===== src/rtl/watchdog_kick_sched.sv =====
// Watchdog service scheduler: starts the interval-timer watchdog once after a power-up delay,
// then reloads it only when every enabled client has reported alive in the current round.
module watchdog_kick_sched #(
    parameter int NUM_CLIENTS = 4,
    parameter int START_DELAY = 16,
    parameter int KICK_GAP    = 8
) (
    input  logic                   clk,
    input  logic                   reset,
    input  logic [NUM_CLIENTS-1:0] alive,
    input  logic [NUM_CLIENTS-1:0] client_en,
    output logic                   wd_chipselect,
    output logic                   wd_write_n,
    output logic [2:0]             wd_address,
    output logic [15:0]            wd_writedata,
    output logic                   started,
    output logic [NUM_CLIENTS-1:0] missing,
    output logic [15:0]            kick_count
);

    localparam int CNT_MAX = (START_DELAY > KICK_GAP) ? START_DELAY : KICK_GAP;
    localparam int CNT_W   = $clog2(CNT_MAX + 1);

    localparam logic [2:0]  ADDR_CONTROL = 3'd1;
    localparam logic [2:0]  ADDR_PERIOD  = 3'd2;
    localparam logic [15:0] CTRL_START   = 16'h0005;  // ITO | START

    typedef enum logic [2:0] {
        S_INIT    = 3'd0,
        S_START   = 3'd1,
        S_COLLECT = 3'd2,
        S_KICK    = 3'd3,
        S_GAP     = 3'd4
    } state_t;

    state_t                 state_q, state_d;
    logic [CNT_W-1:0]       cnt_q, cnt_d;
    logic [NUM_CLIENTS-1:0] seen_q, seen_d;
    logic                   started_q, started_d;
    logic [15:0]            kick_count_q, kick_count_d;
    logic                   cs_q, cs_d;
    logic                   wr_n_q, wr_n_d;
    logic [2:0]             addr_q, addr_d;
    logic [15:0]            data_q, data_d;
    logic                   all_in;

    // A pulse arriving this cycle already counts toward completing the round.
    assign all_in = (((seen_q | alive) & client_en) == client_en) && (client_en != '0);

    always_comb begin
        state_d      = state_q;
        cnt_d        = cnt_q;
        seen_d       = seen_q;
        started_d    = started_q;
        kick_count_d = kick_count_q;
        cs_d         = 1'b0;
        wr_n_d       = 1'b1;
        addr_d       = 3'd0;
        data_d       = 16'h0000;

        unique case (state_q)
            S_INIT: begin
                seen_d = '0;
                if (cnt_q == CNT_W'(START_DELAY - 1)) begin
                    cnt_d     = '0;
                    state_d   = S_START;
                    started_d = 1'b1;
                    cs_d      = 1'b1;
                    wr_n_d    = 1'b0;
                    addr_d    = ADDR_CONTROL;
                    data_d    = CTRL_START;
                end else begin
                    cnt_d = cnt_q + CNT_W'(1);
                end
            end
            S_START: begin
                seen_d  = '0;
                state_d = S_COLLECT;
            end
            S_COLLECT: begin
                seen_d = seen_q | alive;
            end
            S_KICK: begin
                seen_d  = seen_q | alive;
                cnt_d   = '0;
                state_d = S_GAP;
            end
            S_GAP: begin
                seen_d = seen_q | alive;
                if (cnt_q == CNT_W'(KICK_GAP - 1)) begin
                    cnt_d   = '0;
                    state_d = S_COLLECT;
                end else begin
                    cnt_d = cnt_q + CNT_W'(1);
                end
            end
            default: begin
                state_d = S_INIT;
                cnt_d   = '0;
                seen_d  = '0;
            end
        endcase

        // The last GAP cycle may already complete the next round, so the gap is exactly KICK_GAP.
        if ((state_q == S_COLLECT || (state_q == S_GAP && cnt_q == CNT_W'(KICK_GAP - 1))) && all_in) begin
            state_d      = S_KICK;
            cnt_d        = '0;
            seen_d       = alive & ~client_en;
            kick_count_d = kick_count_q + 16'd1;
            cs_d         = 1'b1;
            wr_n_d       = 1'b0;
            addr_d       = ADDR_PERIOD;
            data_d       = 16'h0000;
        end
    end

    always_ff @(posedge clk or posedge reset) begin
        if (reset) begin
            state_q      <= S_INIT;
            cnt_q        <= '0;
            seen_q       <= '0;
            started_q    <= 1'b0;
            kick_count_q <= 16'h0000;
            cs_q         <= 1'b0;
            wr_n_q       <= 1'b1;
            addr_q       <= 3'd0;
            data_q       <= 16'h0000;
        end else begin
            state_q      <= state_d;
            cnt_q        <= cnt_d;
            seen_q       <= seen_d;
            started_q    <= started_d;
            kick_count_q <= kick_count_d;
            cs_q         <= cs_d;
            wr_n_q       <= wr_n_d;
            addr_q       <= addr_d;
            data_q       <= data_d;
        end
    end

    assign wd_chipselect = cs_q;
    assign wd_write_n    = wr_n_q;
    assign wd_address    = addr_q;
    assign wd_writedata  = data_q;
    assign started       = started_q;
    assign kick_count    = kick_count_q;
    assign missing       = client_en & ~seen_q;

endmodule

===== config.mk =====
export PLATFORM = sky130hd
export DESIGN_NAME = watchdog_kick_sched
export DESIGN_NICKNAME = d
export VERILOG_FILES = /design/src/rtl/watchdog_kick_sched.sv
export SDC_FILE = /design/constraint.sdc
export NUM_CORES = 1
export LEC_CHECK = 0
export CAP_MARGIN = 20
export CORE_MARGIN = 3
export CORE_UTILIZATION = 37
export DETAILED_ROUTE_END_ITERATION = 10
export GPL_TIMING_DRIVEN = 0
export PLACE_DENSITY_LB_ADDON = 0.25
export SETUP_SLACK_MARGIN = 0.15
export SYNTH_ARGS = -nofsm -noshare
export SYNTH_HDL_FRONTEND = slang
export SYNTH_SLANG_ARGS = --single-unit

===== constraint.sdc =====
create_clock -name clk -period 2.45 [get_ports clk]
set_clock_uncertainty 0.1 [all_clocks]
set_input_delay 0.3675 -clock clk [delete_from_list [all_inputs] [get_ports clk]]
set_output_delay 0.3675 -clock clk [all_outputs]
set_load 0.02 [all_outputs]

==> run metrics <==
run status finished, final reports clean; Core ar. slightly below 0.005 mm2; Peak VDD IR 0.4249 mV; Max Fanout on Critical Path 9; Crit path max-delay family simple AND/OR/NAND/NOR gates; Area Overhead vs Synth 32.89%; final estimated routing congestion in global placement around 0.76; Seq cells post-synth 33; Slew Limit Headroom 0.5651; worst path bufs/invs 2; Layout Cells excl Fill 311; PwrDens 732.6 mW/mm2; router iterations before antenna repair 4; CP max stage cell nor3_2; RSZ-0062 raised after global routing no; final wirelength 3.978 mm; Placement Rows 25; Hold Fails Final Rpt 0; vias per cell 4.875; CTS Buf Count 5; LEAKAGE 0.001090 uW; post-synthesis mux area share 0.01382; Final Setup Violations 0; Critical R2R Capture kick_count[1]$_DFFE_PP0N_; first-pass GRT wire length 6.672 mm; cell accounting for the most synthesized area dfrtp_1; critical path depth 6; grt ovf 0; root buffer cell clkbuf_8; largest family of logic cells by synthesized area simple AND/OR/NAND/NOR gates; post-DP HPWL 3.022 mm; synth warn 0; max-cap violations 0; WS Path Type in2reg; Die Y 77.70 um; post-synth design cell area 0.001902 mm2; Cell variety after synth 44; Synth Area per Inst 10.28 um2; post-synthesis sequential area ratio 0.4349; Critical Path Sink Type register; share of the synthesized area in the top cell type 0.4211; CTS Sinks 33; r2r worst-path depth 7; Adder-Cell Fraction of Synth Area 0.01974; Max Slew Vio Count 0; # port buffers 36; largest net degree at the start of global routing 24; Total GRT Usage 0.1367; Die ar. 0.006037 mm2; cts-stage hold buffer count 0; share of layout cells above drive strength 1 0.1926; dominant cells by area after synthesis dfrtp_1 (42%), buf_4 (7.1%), xnor2_1 (6.9%); Remaining DRCs 0; Synth Area in Simple Gates 0.2855; HP Class in2async; Synth Instances 185; nets 256; post_cts resized 0; critical path, cell by cell clkdlybuf4s50_1 -> nor3b_1 -> nor3_2 -> nand3_4 -> inv_4 -> mux2_4; # Post-CTS Setup Buffers 0; Initial Util 0.3923; Worst EP arrival 2.28 ns; Worst R2R Start cnt_q[0]$_DFFE_PP0P_; CP Launch Type input port; Initial DRC Count 53; Worst Tran Pin Value 0.6433 ns; # diodes 0; Antenna Nets Post-Route 0; XOR/XNOR Fraction of Synth Area 0.07829; dpl cells 303; initial antenna violation count 0; Worst setup startpoint client_en[3]; CTS Buffer Depth 2; crit share post-route 0.9052; Die Wd 77.70 um; vias in the first global route approximately 1,400; vias 1,516; complex-gate fraction of the synthesized area 0.06974; Final TNS setup 0 ns; H-tree depth 2; I/O pin total 52; crit-path max cell delay roughly 0.52 ns; post-route minimum period 2.218 ns; max frequency about 450 MHz; post-DR wirelength/cell 12.79 um; Req. time, crit path between 2 and 3 ns; CTS tree done; Reg clk slew, reported paths 0.06 ns; r2r setup slk 0.35 ns; Clk Latency, worst-skew pair 0.28 ns
## state kept, by name, indices dropped and copies added (netlist names)
| signal | flops |
|---|---|
| wd_address | 2 |
| wd_chipselect | 1 |
| state_q | 3 |
| kick_count | 16 |
| seen_q | 4 |
| wd_write_n | 1 |
| started | 1 |
| cnt_q | 5 |
## placed cells by master (no fill, tap or decap), drive strengths merged, types with 6 or more instances in the layout
cell,count
nor2b,9
and3,6
conb,15
a32o,6
nor2,8
nor3b,6
clkdlybuf4s50,36
nand4,17
buf,23
clkbuf,8
nand2,8
nand3,6
dfrtp,32
xnor2,15
## per-stage QoR
step	setup WS [ns]	area (um2)	hold slack (ns)	utilization	power (uW)
floorplan	0.5631	1954	0.3716	-	1199
global placement	-0.03789	2399	0.3557	0.4947	1392
detailed placement	-0.02507	2426	0.3527	0.5004	1417
CTS	0.2692	2527	0.3360	0.5213	1872
global route	0.1767	2527	0.3595	0.5213	1976
finish	0.2323	2527	0.3242	0.5213	1852
## logic make-up after synthesis
kind of cell / Yosys count
and+or+nand+nor: 84
DFF: 33
buffers and inverters: 27
AOI/OAI and AO/OA: 18
xor gates and xnor gates: 17
adders and majority gates: 3
muxes: 2
other: 1
## layer usage
layer / wire length, um / up-vias / track usage
met3: 173 / 5 / 0.03364
li1: - / 753 / -
met2: 1956 / 33 / 0.2277
met4: 38 / 0 / 0.04270
met1: 1810 / 725 / 0.1737
met5: 0 / - / 0
## final cells by class
type / count / area [um2]
flip-flops and latches: 33 / 827.0
well taps: 67 / 83.83
multi-input cells: 139 / 944.7
clock buffers: 7 / 96.34
fillers: 470 / 2321
repair buffers: 37 / 387.9
clock inverters: 1 / 5.005
inverters: 4 / 17.52
plain buffers: 23 / 165.2
## how the worst max path moves through the flow
stage | slack, ns | end
6_report | 0.23 | kick_count[1]$_DFFE_PP0N_
5_1_grt | 0.18 | kick_count[1]$_DFFE_PP0N_
4_1_cts | 0.27 | kick_count[1]$_DFFE_PP0N_
3_5_place_dp | -0.03 | kick_count[1]$_DFFE_PP0N_
3_3_place_gp | -0.04 | kick_count[1]$_DFFE_PP0N_
2_1_floorplan | 0.56 | kick_count[1]$_DFFE_PP0N_
## Yosys cell counts, drive strengths merged
library cell,instances
and3,6
a31oi,1
xnor2,15
or4,1
a21oi,5
inv,4
buf,22
or3,1
nand4,17
or2,5
ha,3
conb,1
nand3b,1
nand3,6
a32o,6
nor4b,1
o31ai,1
nor2b,9
a31o,2
mux2,2
o22ai,1
and4bb,1
nand2,8
xor2,2
nor3b,6
nand2b,2
nor2,8
and2,1
nor3,2
dfrtp,32
nor4,4
and4,5
o21ai,2
dfstp,1
clkbuf,1
## power by group
part | internal (uW) | total [uW] | switching (uW)
sequential | 644 | 750 | 105
combinational | 316 | 655 | 339
clock | 254 | 447 | 193
No activity file was read; power rests on OpenSTA's default activity.
